[config.mk]
export PLATFORM = sky130hd
export DESIGN_NAME = uart_rx_flat
export DESIGN_NICKNAME = d
export VERILOG_FILES = /design/src/rtl/uart_rx_if.sv /design/src/rtl/uart_rx.sv /design/src/flat_wrapper.sv
export SDC_FILE = /design/constraint.sdc
export NUM_CORES = 1
export LEC_CHECK = 0
export ABC_AREA = 1
export CAP_MARGIN = 20
export CORE_UTILIZATION = 47
export DETAILED_ROUTE_END_ITERATION = 12
export PLACE_DENSITY_LB_ADDON = 0.08
export SYNTH_ARGS = -nofsm -noshare
export SYNTH_HDL_FRONTEND = slang
export SYNTH_SLANG_ARGS = --single-unit
[constraint.sdc]
create_clock -name i_clk -period 4.5 [get_ports i_clk]
set_input_delay 0.675 -clock i_clk [delete_from_list [all_inputs] [get_ports i_clk]]
set_output_delay 0.675 -clock i_clk [all_outputs]
set_load 0.03 [all_outputs]
[src/rtl/uart_rx_if.sv]
// rtl/uart_rx_if.sv - receiver-to-RX-FIFO bundle and stop bit mode encoding
typedef enum logic [1:0] {
   HALF_PERIOD          = 2'd0,
   ONE_PERIOD           = 2'd1,
   ONE_AND_HALF_PERIODS = 2'd2,
   TWO_PERIODS          = 2'd3
} stop_bit_mode_t;

interface uart_rx_if;
   logic       o_valid;
   logic [7:0] o_data;
   logic       o_parity_err;
   logic       o_frame_err;
   logic       o_overflow;
   logic       i_fifo_full;

   modport master (
      output o_valid, o_data, o_parity_err, o_frame_err, o_overflow,
      input  i_fifo_full
   );

   modport slave (
      input  o_valid, o_data, o_parity_err, o_frame_err, o_overflow,
      output i_fifo_full
   );
endinterface

[src/rtl/uart_rx.sv]
// rtl/uart_rx.sv - YetAnotherUART receiver: oversampled frame decode into the RX FIFO
module uart_rx #(
   parameter int SYNC_STAGES = 2
) (
   input  logic           i_clk,
   input  logic           i_nrst,
   input  logic           i_rx,
   uart_rx_if.master      fifo,
   output logic           o_rts,
   output logic           o_rx_status,
   output logic           o_rx_started,
   input  logic           i_hw_flow_control_enable,
   input  logic           i_parity_enable,
   input  stop_bit_mode_t i_stop_bit_mode,
   input  logic [1:0]     i_stop_bit_value,
   input  logic [31:0]    i_bit_length,
   input  logic           i_msb_first
);

   typedef enum logic [2:0] {
      S_IDLE, S_START, S_DATA, S_PARITY, S_STOP1, S_STOP2, S_DONE
   } state_t;

   state_t state, state_nx;

   logic [SYNC_STAGES-1:0] sync;
   logic                   rx_s, rx_q, fall;

   logic [31:0]    cfg_len;
   stop_bit_mode_t cfg_mode;
   logic [1:0]     cfg_stop;
   logic           cfg_par, cfg_msb;

   logic [31:0] cnt, target;
   logic        tick, stop_miss;
   logic [2:0]  bit_idx;
   logic [7:0]  frame, frame_rev;
   logic        par_err, frm_err;
   logic [7:0]  data_q;
   logic        perr_q, ferr_q;

   always_ff @(posedge i_clk or negedge i_nrst) begin
      if (!i_nrst) begin
         sync <= '1;
         rx_q <= 1'b1;
      end else begin
         sync <= {sync[SYNC_STAGES-2:0], i_rx};
         rx_q <= rx_s;
      end
   end

   assign rx_s = sync[SYNC_STAGES-1];
   assign fall = rx_q & ~rx_s;

   always_ff @(posedge i_clk or negedge i_nrst) begin
      if (!i_nrst) begin
         cfg_len  <= '0;
         cfg_mode <= HALF_PERIOD;
         cfg_stop <= '0;
         cfg_par  <= 1'b0;
         cfg_msb  <= 1'b0;
      end else if (state == S_IDLE) begin
         cfg_len  <= i_bit_length;
         cfg_mode <= i_stop_bit_mode;
         cfg_stop <= i_stop_bit_value;
         cfg_par  <= i_parity_enable;
         cfg_msb  <= i_msb_first;
      end
   end

   // Samples use rx_q, the copy one clock behind rx_s, so a counter that clears
   // on START entry lines up with the edge-detect cycle; this keeps P=1 exact.
   always_comb begin
      target = cfg_len;
      if (state == S_START)
         target = cfg_len >> 1;
      else if (state == S_STOP1 && cfg_mode == HALF_PERIOD)
         target = (cfg_len >> 1) + (cfg_len >> 2);
   end

   assign tick      = (cnt == target);
   assign stop_miss = rx_q != ((state == S_STOP2) ? cfg_stop[1] : cfg_stop[0]);

   always_comb begin
      frame_rev = '0;
      for (int i = 0; i < 8; i++)
         frame_rev[i] = frame[7-i];
   end

   always_ff @(posedge i_clk or negedge i_nrst) begin
      if (!i_nrst)
         state <= S_IDLE;
      else
         state <= state_nx;
   end

   always_comb begin
      state_nx = state;
      case (state)
         S_IDLE:   if (fall) state_nx = S_START;
         S_START:  if (tick) state_nx = rx_q ? S_IDLE : S_DATA;
         S_DATA:   if (tick && bit_idx == 3'd7) state_nx = cfg_par ? S_PARITY : S_STOP1;
         S_PARITY: if (tick) state_nx = S_STOP1;
         S_STOP1:  if (tick) state_nx = (cfg_mode == TWO_PERIODS) ? S_STOP2 : S_DONE;
         S_STOP2:  if (tick) state_nx = S_DONE;
         S_DONE:   state_nx = fall ? S_START : S_IDLE;
         default:  state_nx = S_IDLE;
      endcase
   end

   always_comb begin
      o_rx_status  = (state != S_IDLE);
      o_rx_started = (state == S_START) && tick && !rx_q;
      fifo.o_valid    = (state == S_DONE);
      fifo.o_overflow = (state == S_DONE) && fifo.i_fifo_full;
   end

   always_ff @(posedge i_clk or negedge i_nrst) begin
      if (!i_nrst) begin
         cnt     <= '0;
         bit_idx <= '0;
         frame   <= '0;
         par_err <= 1'b0;
         frm_err <= 1'b0;
         data_q  <= '0;
         perr_q  <= 1'b0;
         ferr_q  <= 1'b0;
      end else begin
         if (state == S_IDLE || state_nx != state || tick)
            cnt <= '0;
         else
            cnt <= cnt + 32'd1;

         if (state == S_START) begin
            bit_idx <= '0;
            par_err <= 1'b0;
            frm_err <= 1'b0;
         end
         if (state == S_DATA && tick) begin
            frame   <= {rx_q, frame[7:1]};
            bit_idx <= bit_idx + 3'd1;
         end
         if (state == S_PARITY && tick)
            par_err <= rx_q ^ (^frame);
         if ((state == S_STOP1 || state == S_STOP2) && tick)
            frm_err <= frm_err | stop_miss;

         // Output registers load on the final stop sample and then hold.
         if (state_nx == S_DONE && state != S_DONE) begin
            data_q <= cfg_msb ? frame_rev : frame;
            perr_q <= par_err;
            ferr_q <= frm_err | stop_miss;
         end
      end
   end

   assign fifo.o_data       = data_q;
   assign fifo.o_parity_err = perr_q;
   assign fifo.o_frame_err  = ferr_q;

   always_ff @(posedge i_clk or negedge i_nrst) begin
      if (!i_nrst)
         o_rts <= 1'b1;
      else
         o_rts <= i_hw_flow_control_enable ? !fifo.i_fifo_full : 1'b1;
   end

endmodule
[src/flat_wrapper.sv]
// flat-port wrapper written by rule: the top's interface ports become plain ports
module uart_rx_flat 
#(
   parameter int SYNC_STAGES = 2
)
  (i_clk, i_nrst, i_rx, o_rts, o_rx_status, o_rx_started, i_hw_flow_control_enable, i_parity_enable, i_stop_bit_mode, i_stop_bit_value, i_bit_length, i_msb_first, fifo_o_valid, fifo_o_data, fifo_o_parity_err, fifo_o_frame_err, fifo_o_overflow, fifo_i_fifo_full);
  uart_rx_if fifo_i ();
  input  logic i_clk;
  input  logic i_nrst;
  input  logic i_rx;
  output logic o_rts;
  output logic o_rx_status;
  output logic o_rx_started;
  input  logic i_hw_flow_control_enable;
  input  logic i_parity_enable;
  input  stop_bit_mode_t i_stop_bit_mode;
  input  logic [1:0] i_stop_bit_value;
  input  logic [31:0] i_bit_length;
  input  logic i_msb_first;
  output wire logic [$bits(fifo_i.o_valid)-1:0] fifo_o_valid;
  output wire logic [$bits(fifo_i.o_data)-1:0] fifo_o_data;
  output wire logic [$bits(fifo_i.o_parity_err)-1:0] fifo_o_parity_err;
  output wire logic [$bits(fifo_i.o_frame_err)-1:0] fifo_o_frame_err;
  output wire logic [$bits(fifo_i.o_overflow)-1:0] fifo_o_overflow;
  input wire logic [$bits(fifo_i.i_fifo_full)-1:0] fifo_i_fifo_full;
  assign fifo_o_valid = fifo_i.o_valid;
  assign fifo_o_data = fifo_i.o_data;
  assign fifo_o_parity_err = fifo_i.o_parity_err;
  assign fifo_o_frame_err = fifo_i.o_frame_err;
  assign fifo_o_overflow = fifo_i.o_overflow;
  assign fifo_i.i_fifo_full = fifo_i_fifo_full;
  uart_rx #(.SYNC_STAGES(SYNC_STAGES)) u_core (.i_clk(i_clk), .i_nrst(i_nrst), .i_rx(i_rx), .fifo(fifo_i), .o_rts(o_rts), .o_rx_status(o_rx_status), .o_rx_started(o_rx_started), .i_hw_flow_control_enable(i_hw_flow_control_enable), .i_parity_enable(i_parity_enable), .i_stop_bit_mode(i_stop_bit_mode), .i_stop_bit_value(i_stop_bit_value), .i_bit_length(i_bit_length), .i_msb_first(i_msb_first));
endmodule
**Yosys cells after proc, flatten, opt, wreduce, memory -nomap -nowiden**

Cells that the tools add are included.

- $add $sub $neg: 3
- $mul: 0
- Div/mod/pow operators: 0
- $lt $le $gt $ge: 0
- Eq/ne operators: 13
- Shift-type cells: 0
- Muxes and demuxes: 22
- Bitwise logic cells: 4
- Reductions and logical operators: 21

Operators by type and width:

| operator | count |
|---|---|
| $mux W32 | 3 |
| $add A31 B30 Y32 | 1 |
| $add A32 B1 Y32 const B | 1 |
| $eq A32 B32 Y1 | 1 |
| $mux W3 | 9 |
| $pmux W3 S7 | 1 |
| $eq A3 B3 Y1 const B | 5 |
| $logic_and A1 B1 Y1 | 9 |
| $mux W8 | 1 |
| $reduce_xor A8 Y1 | 1 |
| $eq A3 B2 Y1 const B | 2 |
| $mux W1 | 6 |
| $reduce_bool A2 Y1 | 3 |
| $mux W2 | 2 |
| $add A3 B1 Y3 const B | 1 |
| $eq A3 B1 Y1 const B | 1 |
| $logic_not A3 Y1 | 1 |
| $logic_or A1 B1 Y1 | 3 |
| $ne A3 B3 Y1 | 1 |
| $ne A3 B3 Y1 const B | 1 |
| $reduce_bool A3 Y1 | 1 |
| $eq A2 B2 Y1 const B | 1 |
| $logic_not A1 Y1 | 2 |
| $logic_not A2 Y1 | 1 |
| 5 further kinds | 5 |

- Register bits after elaboration: 100
- Bits in latches: 0
- Bits in writable memories: 0
- Bits in read-only memories: 0
- Input port bits: 43
- Output and inout port bits: 15
- Word-level logic and storage cells: 80
- Memories: 0

**Depth between registers and ports, before layout**

- Depth in word-level cells: 12
- Gate-level depth with buffers: 27
- Depth with buffers taken out: 27

**Worst setup path after synthesis**

No wires, ideal clock.

- Path kind: register to output
- Start point: register u_core.cfg_len[2]
- End point: output port o_rx_started
- Arrival: 2,647 ps
- Data required time: 3,825 ps
- Path slack: 1,178 ps
- Cell stages (with the launch flop): 23
- Buffers on the path: 0
- Cell sequence: dfrtp_1 -> ha_1 -> inv_1 -> fa_1 -> inv_1 -> nand3_1 -> nand3_1 -> nand2_1 -> nand2_1 -> nand2_1 -> nand2_1 -> nor2_1 -> o21ai_1 -> nand2_1 -> nand2_1 -> nand2_1 -> nor2_1 -> nand2_1 -> inv_1 -> nand2_1 -> nor2_2 -> nand4_1 -> inv_1

- Longest elaborated chain between the ends: 6

Ends and longest elaborated chain:

| element | RTL line | RTL |
|---|---|---|
| start, declared | uart_rx.sv:29 | `logic [31:0] cfg_len;` |
| start signal, assigned | uart_rx.sv:63 | `cfg_len <= i_bit_length;` |
| $add A31 B30 Y32 | uart_rx.sv:78 | `target = (cfg_len >> 1) + (cfg_len >> 2);` |
| $mux W32 | uart_rx.sv:77 | `else if (state == S_STOP1 && cfg_mode == HALF_PERIOD)` |
| $mux W32 (*) | uart_rx.sv:75 | `if (state == S_START)` |
| $eq A32 B32 Y1 (*) | uart_rx.sv:81 | `assign tick = (cnt == target);` |
| $logic_and A1 B1 Y1 (*) (2 in a row) | uart_rx.sv:113 | `o_rx_started = (state == S_START) && tick && !rx_q;` |
| end, declared | flat_wrapper.sv:13 | `output logic o_rx_started;` |

Mark *: on every way between the ends. The rest lies on a longest branch, timed or not.

**Final worst setup path**

Ends and elaborated chain as after synthesis.

==> metrics <==
run status=completed; Initial DRC Count=576; Top FF cell, synth=dfrtp_1; power per cell area=641 mW/mm²; CP Capture Type=primary output; vias in the first global route=7506; skew final=0.0178 ns; CTS clk-pin slew, worst paths=0.09 ns; Non-Filler Instances=1620; Worst IR Drop VDD=0.328 mV; cts bufs inserted=9; Setup CP Type=flip-flop to primary output; gpl congestion=0.943; biggest area consumer among synthesized cells=dfrtp_1; reg2reg end=u_core.cnt[21]; synth unique cells=38; core area=0.0175 mm²; Final min period=4.20 ns; Async SR Flop Fraction=100%; # DRC=0; Max Slew Vio Count=0; Reg2Reg Depth=21; first-pass GRT wire length=37.3 mm; syn_area_per_cell=6.37 µm²; Reg2Reg Setup Slack=0.72 ns; mapped cell area=0.00850 mm²; top cells by area, synth=dfrtp_1, nand2_1, inv_1; setup violators final=0; via density per instance=5.03; worst hold margin=0.219 ns; syn nets=1412; WP data required=3.83 ns; type of origin of the critical path=flip-flop; htree depth=3; placed cell count=1603; unrepaired setup endpoints after global routing=no; top cell type's share of synthesized area=28.3%; Worst slew margin=56.9%; synth cell count leaders=nand2_1, inv_1, nand3_1; Max Fclk=0.238 GHz; Initial Util=48.6%; RR Startpoint=u_core.cfg_len[3]; DIE AREA=0.0186 mm²; Seq cells post-synth=100; period utilisation layout=93.4%; Core Rows=48; final hold violations=0; Antenna diodes=0; path type of the worst min-delay path=input pin to async pin; number of max-cap violations=0; Die W=136 µm; Mapped Cells=1334; Lkg Pwr=5.00 nW; Max clock buf depth=2; largest net degree at the start of global routing=78; drt first pass iters=5; drt total wl=22.5 mm; top-count cell post-synth=nand2_1; Buffers on Ports=57; Max FO, Critical Path=4; Worst EP arrival=3.53 ns; Clock Latency Late Sink=0.37 ns; actual slew at the worst max-slew pin=0.646 ns; Area Growth Syn to Fin=13.5%; clk sinks=100; via count=8150; # nets final=1468; gr usage total=25.9%; setup TNS=0 ns; EDFF count, synth=0; initial antenna violation count=0; Yosys warning count=0; hpwl dp=17.5 mm; sequential fraction of the synthesis area=29.5%; TritonCTS clock tree=yes; Antenna Nets Post-Route=0; layout cell share with drive strength beyond 1=10.0%; GR Overflow Total=0; IO Count=58; DR WL/cell=13.9 µm; die height=136 µm; CTS Root Cell=clkbuf_16
==> report_power, final <==
| part | leakage, nW | switching (mW) | internal [mW] |
|---|---|---|---|
| Sequential | 1.28 | 0.325 | 1.10 |
| Combinational | 3.57 | 2.47 | 1.46 |
| Clock | 0.152 | 0.427 | 0.402 |
==> state kept, by name (all words and copies together), names as in the netlist <==
signal                    flops
u_core.cfg_len               32
u_core.cnt                   32
u_core.fifo.o_data            8
u_core.frame                  8
u_core.bit_idx                3
u_core.state                  3
u_core.cfg_mode               2
u_core.cfg_stop               2
u_core.sync                   2
u_core.cfg_msb                1
u_core.cfg_par                1
u_core.fifo.o_frame_err       1
u_core.fifo.o_parity_err      1
u_core.frm_err                1
u_core.o_rts                  1
u_core.par_err                1
u_core.rx_q                   1
==> through the flow <==
| step | util (%) | area (µm²) | setup WS, ns | power [mW] |
|---|---|---|---|---|
| 2_1_floorplan | - | 8500 | 1.18 | 4.34 |
| 3_3_place_gp | 53.2 | 9290 | 0.102 | 5.24 |
| 3_5_place_dp | 53.2 | 9290 | 0.0986 | 5.28 |
| 4_1_cts | 55.0 | 9610 | 0.0222 | 6.14 |
| 5_1_grt | 55.2 | 9640 | 0.0254 | 6.84 |
| 6_report | 55.2 | 9640 | 0.295 | 6.18 |
==> area by class of cell <==
| class | instances | area, µm² |
|---|---|---|
| fill | 1742 | 7830 |
| multi-input combinational | 974 | 4970 |
| sequential | 100 | 2510 |
| inverter | 234 | 878 |
| timing repair buffer | 71 | 688 |
| tap | 225 | 282 |
| clock buffer | 9 | 225 |
| clock inverter | 7 | 88.8 |
==> cells in the final DEF (no fill, tap or decap), types with 2 or more instances in the layout <==
master             n
nand2_1          452
inv_1            229
nand3_1          100
nor2_1            98
dfrtp_1           95
clkdlybuf4s50_1   55
a21oi_1           52
nor2_2            33
ha_1              33
o21ai_0           29
mux2_2            29
xor2_1            26
or2_2             25
nand4_1           21
nor3_1            17
o21ai_1           14
buf_4             14
nor4_1             9
clkbuf_16          9
xnor2_1            8
nand3b_1           5
nand2_2            5
inv_2              5
dfstp_2            4
o211ai_1           3
clkinv_8           3
or2_1              2
nor3_4             2
o2111ai_1          2
nand3_2            2
inv_8              2
==> worst max-delay path, stage by stage (launching register included) <==
cell	delay, ns
dfrtp_2	0.42
ha_4	0.19
inv_1	0.06
fa_1	0.40
inv_1	0.16
nand3_1	0.09
nand3_1	0.17
nand2_1	0.08
nand3_1	0.18
nand2_1	0.11
nand3_1	0.10
nand3_1	0.08
nand2_1	0.08
nand2_1	0.05
nand2_1	0.05
nand2_1	0.06
inv_1	0.05
nand2_1	0.04
nor2_1	0.13
nand2_1	0.08
nor2_2	0.14
nand4_1	0.15
inv_1	0.09
clkbuf_2	0.20
==> cells by family (layout without fill, tap and decap cells) <==
logic type / count (synthesis) / after routing / share of synthesized area [%]
xor gates and xnor gates: 34 / 34 / 3.51
DFF: 100 / 100 / 29.5
AOI/OAI and AO/OA: 103 / 103 / 6.35
and+or+nand+nor: 773 / 773 / 39.4
buffers and inverters: 260 / 321 / 12.1
adders and majority gates: 35 / 35 / 5.24
muxes: 29 / 29 / 3.84
==> worst max-delay path by stage <==
stage | startpoint | to | depth (start not counted)
global route | u_core.cfg_len[1] | o_rx_started | 23
global placement | u_core.cfg_len[2] | o_rx_started | 23
finish | u_core.cfg_len[2] | o_rx_started | 23
detailed placement | u_core.cfg_len[2] | o_rx_started | 23
floorplan | u_core.cfg_len[2] | o_rx_started | 22
CTS | u_core.cfg_len[2] | o_rx_started | 23
==> timing repair <==
action | CTS | global route
gates resized for setup | 3 | 3
setup endpoints to repair | 1 | 1
setup buffers | 0 | 0
hold endpoints to repair | 0 | 0
hold buffers | 0 | 0
cloned | 0 | 0
==> metal layers <==
metal | wire, µm | track usage [%] | vias to the layer above
met2 | 9910 | 40.6 | 196
li1 | - | - | 4259
met4 | 398 | 6.60 | 0
met5 | 0 | 0 | -
met3 | 1110 | 5.03 | 27
met1 | 11100 | 36.4 | 3668
Power figures use the tool's default switching activity.
